--- src/rtl/alu_pkg.sv ---
// Shared status-word layout for the ALU datapath blocks.
// Bit positions in the 4-bit status word produced alongside each ALU result.
package alu_pkg;
    localparam int STATUS_W  = 4;
    localparam int STAT_ERR  = 0;
    localparam int STAT_NEG  = 1;
    localparam int STAT_PAR  = 2;
    localparam int STAT_ONES = 3;

    function automatic logic is_error(input logic [STATUS_W-1:0] status);
        return status[STAT_ERR];
    endfunction
endpackage

--- src/rtl/alu_sat_counter.sv ---
// Saturating up-counter with a synchronous clear that overrides the increment.
module alu_sat_counter #(
    parameter int W = 8
) (
    input  logic         i_clk,
    input  logic         i_rst,
    input  logic         i_inc,
    input  logic         i_clr,
    output logic [W-1:0] o_cnt
);
    localparam logic [W-1:0] MAX_CNT = '1;

    logic [W-1:0] r_cnt;

    always_ff @(posedge i_clk or posedge i_rst) begin
        if (i_rst) begin
            r_cnt <= '0;
        end else if (i_clr) begin
            r_cnt <= '0;
        end else if (i_inc && (r_cnt != MAX_CNT)) begin
            r_cnt <= r_cnt + 1'b1;
        end
    end

    assign o_cnt = r_cnt;
endmodule

--- src/rtl/alu_result_buffer.sv ---
// Show-ahead FIFO for ALU result/status words with an error-word counter.
// Handshake flags come only from registered occupancy, so no input-to-output paths exist.
module alu_result_buffer
    import alu_pkg::*;
#(
    parameter int m = 4,
    parameter int n = 2
) (
    input  logic                i_clk,
    input  logic                i_rst,
    input  logic                i_valid,
    output logic                o_ready,
    input  logic [m-1:0]        i_result,
    input  logic [STATUS_W-1:0] i_status,
    output logic                o_valid,
    input  logic                i_ready,
    output logic [m-1:0]        o_result,
    output logic [STATUS_W-1:0] o_status,
    output logic [n:0]          o_count,
    output logic [7:0]          o_err_cnt,
    input  logic                i_clr_err
);
    localparam int         DEPTH    = 2 ** n;
    localparam logic [n:0] FULL_CNT = (n + 1)'(DEPTH);

    typedef struct packed {
        logic [STATUS_W-1:0] status;
        logic [m-1:0]        result;
    } entry_t;

    entry_t       r_mem [DEPTH];
    logic [n-1:0] r_wr_ptr;
    logic [n-1:0] r_rd_ptr;
    logic [n:0]   r_count;

    logic   w_push;
    logic   w_pop;
    logic   w_err_push;
    entry_t w_wr_entry;
    entry_t w_head;

    assign o_ready    = (r_count < FULL_CNT);
    assign o_valid    = (r_count != '0);
    assign w_push     = i_valid && o_ready;
    assign w_pop      = o_valid && i_ready;
    assign w_err_push = w_push && is_error(i_status);

    // Error words carry undefined data, so only their status is kept.
    always_comb begin
        w_wr_entry.status = i_status;
        w_wr_entry.result = is_error(i_status) ? '0 : i_result;
    end

    // Storage has no reset; emptiness is tracked by r_count and masks the outputs.
    always_ff @(posedge i_clk) begin
        if (w_push) begin
            r_mem[r_wr_ptr] <= w_wr_entry;
        end
    end

    always_ff @(posedge i_clk or posedge i_rst) begin
        if (i_rst) begin
            r_wr_ptr <= '0;
            r_rd_ptr <= '0;
            r_count  <= '0;
        end else begin
            if (w_push) begin
                r_wr_ptr <= r_wr_ptr + 1'b1;
            end
            if (w_pop) begin
                r_rd_ptr <= r_rd_ptr + 1'b1;
            end
            case ({w_push, w_pop})
                2'b10:   r_count <= r_count + 1'b1;
                2'b01:   r_count <= r_count - 1'b1;
                default: r_count <= r_count;
            endcase
        end
    end

    assign w_head   = r_mem[r_rd_ptr];
    assign o_result = o_valid ? w_head.result : '0;
    assign o_status = o_valid ? w_head.status : '0;
    assign o_count  = r_count;

    alu_sat_counter #(
        .W(8)
    ) u_err_cnt (
        .i_clk (i_clk),
        .i_rst (i_rst),
        .i_inc (w_err_push),
        .i_clr (i_clr_err),
        .o_cnt (o_err_cnt)
    );
endmodule

--- config.mk ---
export PLATFORM = sky130hd
export DESIGN_NAME = alu_result_buffer
export DESIGN_NICKNAME = d
export VERILOG_FILES = /design/src/rtl/alu_pkg.sv /design/src/rtl/alu_sat_counter.sv /design/src/rtl/alu_result_buffer.sv
export SDC_FILE = /design/constraint.sdc
export NUM_CORES = 1
export LEC_CHECK = 0
export CAP_MARGIN = 20
export CORE_MARGIN = 5
export CORE_UTILIZATION = 30
export DETAILED_ROUTE_END_ITERATION = 7
export GPL_TIMING_DRIVEN = 0
export HOLD_SLACK_MARGIN = 0.05
export PLACE_DENSITY = 0.55
export RECOVER_POWER = 50
export SYNTH_ARGS = -nofsm -noshare
export SYNTH_HDL_FRONTEND = slang
export SYNTH_SLANG_ARGS = --single-unit
--- constraint.sdc ---
create_clock -name i_clk -period 4.15 [get_ports i_clk]
set_input_delay 0.6225 -clock i_clk [delete_from_list [all_inputs] [get_ports i_clk]]
set_output_delay 0.6225 -clock i_clk [all_outputs]
set_load 0.005 [all_outputs]
==> impl_metrics.json <==
{
  "dieHeight_um": 94.6,
  "syn-cell-area_um2": 2150,
  "fin_skew_ns": 0.00923,
  "cts_tree": "done",
  "fp.coreArea_um2": 6870,
  "synth_cells": 138,
  "drv_slew": 0,
  "yosysMostFrequentCell": "edfxtp_1",
  "place_area_um2": 2590,
  "start_util_pct": 31.3,
  "pwr-share-seq_pct": 41.6,
  "fmax_mhz": 374,
  "ys.flop_type": "edfxtp_1",
  "yosys_warnings": 0,
  "grt_use_met1_pct": 10.8,
  "gr-max-usage-layer": "met2",
  "ys_seq_elements": 47,
  "post-route-drc-count": 0,
  "async_reset_ff_share_pct": 31.9,
  "cts_sinks": 47,
  "io_pins": 34,
  "use_met3_pct": 2.39,
  "synth.top_cell.area_share_pct": 44.8,
  "hold-worst-slack_ns": 0.541,
  "fp-row-count": 30,
  "antenna_found_initial": 0,
  "status": "finished, final reports clean",
  "finalSetupViolCount": 0,
  "cts_hold_buf": 0,
  "drive_above_1_share_pct": 18.0,
  "n_antenna_cell": 0,
  "ant_nets": 0,
  "max-cap-violations": 0,
  "synth_area_leaders": "edfxtp_1, dfrtp_1, mux4_2",
  "dp.cells": 266,
  "synth_top_cell_by_area": "edfxtp_1",
  "crit_fanout": 10,
  "final.setup.tns_ns": 0,
  "path_clk_slew_ns": 0.09,
  "p_sw_w": 0.000450,
  "gp_congestion": 0.768,
  "p_sw_share_pct": 29.6,
  "wire_per_inst_um": 14.9,
  "die_area_um2": 8950,
  "numCtsBuffers": 5,
  "pwr-share-clk_pct": 18.9,
  "peakVddDrop_v": 0.000140,
  "syn_area_per_cell_um2": 15.6,
  "die_x_um": 94.6,
  "grt_pass1_wl_um": 6510,
  "hold_viol": 0,
  "period_share_pct": 64.4,
  "grt_use_met2_pct": 17.6,
  "r2r_end": "o_count[2]",
  "drt-total-wl_um": 4070,
  "slew_headroom_pct": 60.2,
  "cts_root_buf": "clkbuf_8",
  "grt_use_total_pct": 9.68,
  "path_class": "flop to output pin",
  "postCtsSetupBuffers": 0,
  "p_comb_share_pct": 39.5,
  "grt_pass1_vias": 1286,
  "worstMarginPinSlew_ns": 0.596,
  "fin_crit_ns": 2.67,
  "min_path_cells": 1,
  "syn_to_final_growth_pct": 24.2,
  "synthTopCellsByCount": "edfxtp_1, dfrtp_1, inv_1",
  "multi_input_area_um2": 718,
  "finalPower_w": 0.00152,
  "port_buffers": 32,
  "r2r_cells": 9,
  "instances_no_fill": 274,
  "min_path_type": "flop to flop",
  "reg2reg_from": "o_count[2]",
  "synth-edff-count": 32,
  "hpwl_um": 2880,
  "worstSetupEndpointType": "output pin",
  "first_pass_iters": 4,
  "regArea_um2": 1340,
  "nFillCells": 651,
  "fin_nets": 197,
  "htreeDepth": 2,
  "crit_required_ns": 3.53,
  "via_per_inst": 4.38,
  "rsz0062_at_grt": "false",
  "final_cell_area_um2": 2670,
  "hold_end": "o_count[0]",
  "vias": 1201,
  "p_per_area_nw_per_um2": 570,
  "internal-power_w": 0.00107,
  "initialDrtViolationCount": 39,
  "max-clock-path-buffers": 2,
  "cp-start-kind": "flop",
  "cts-resized-gates": 0,
  "synth_nets": 158,
  "worstPathArrival_ns": 2.05,
  "reg2reg_slack_ns": 1.72,
  "ys_seq_area_share_pct": 62.2,
  "leakagePower_nw": 1.00,
  "ys_types": 35,
  "grt_max_degree": 18,
  "worstHoldStart": "o_count[0]",
  "gr-total-overflow": 0,
  "insertion_delay_ns": 0.30
}
[worst max path at each step]
| stage | cells past startpoint | slack [ns] | end | start |
|---|---|---|---|---|
| 6_report | 4 | 1.48 | o_status[0] | o_count[0] |
| 5_1_grt | 4 | 1.38 | o_result[1] | o_count[2] |
| 3_3_place_gp | 10 | 1.55 | o_count[2] | i_valid |
| 3_5_place_dp | 10 | 1.52 | o_count[2] | i_valid |
| 4_1_cts | 4 | 1.50 | o_result[1] | r_rd_ptr[0] |
| 2_1_floorplan | 9 | 2.18 | o_count[2] | i_valid |
[layer usage]
metal	wire length, um	part of all wire [%]	vias up
met2	2160	53	20
met5	0	0	-
met4	53	1.3	0
li1	-	-	573
met3	146	3.6	5
met1	1710	42	603
[area by class of cell]
type / instances / share of cell area [%]
buffer: 6 / 1.64
multi-input combinational: 76 / 26.9
clock inverter: 3 / 0.939
timing repair buffer: 32 / 12.0
sequential: 47 / 50.1
tap: 96 / 4.50
inverter: 9 / 1.27
clock buffer: 5 / 2.58
[metrics by stage]
stage                     utilization [%]  worst slack, ns
after floorplan                         -             2.18
after global placement               37.7             1.55
after detailed placement             37.7             1.52
after CTS                            39.0             1.50
after global routing                 38.8             1.38
final                                38.8             1.48
[power groups by stage]
stage / sequential, W / clock [W] / combinational, W
floorplan: 0.000632 / 0 / 0.000372
global route: 0.000641 / 0.000316 / 0.000667
detailed placement: 0.000644 / 0 / 0.000632
global placement: 0.000637 / 0 / 0.000612
finish: 0.000632 / 0.000287 / 0.000600
CTS: 0.000633 / 0.000297 / 0.000633
[registers in the layout (all words and copies together), names as in the netlist]
name             flops
o_count              3
r_mem               32
r_rd_ptr             2
r_wr_ptr             2
u_err_cnt.o_cnt      8
[critical path, stage by stage, from the launching register on]
cell and delay [ns]:
dfrtp_1 0.43, or3_1 0.38, clkbuf_1 0.25, and2_2 0.26
clkdlybuf4s50_1 0.44
[kinds of logic after synthesis]
group                    share of synthesized area (%)
XOR/XNOR                                          4.49
AND/OR/NAND/NOR                                   12.1
flip-flops                                        62.2
AO/OA/AOI/OAI                                     3.44
multiplexers                                      9.32
adder cells (fa/ha/maj)                           4.43
buffers and inverters                             3.96
[placed cells by master, fill, tap and decap left out, drive strengths merged, types with 3 or more instances in the layout]
cell / Yosys / layout
edfxtp: 32 / 32
clkdlybuf4s50: 0 / 21
dfrtp: 15 / 15
and2: 13 / 13
dlygate4sd3: 0 / 11
inv: 9 / 11
xnor2: 8 / 8
mux4: 8 / 8
clkbuf: 2 / 8
nor2: 7 / 7
ha: 6 / 6
nor2b: 5 / 5
xor2: 3 / 3
a211oi: 3 / 3
nand2: 3 / 3
buf: 4 / 3
Power figures use the tool's default switching activity.
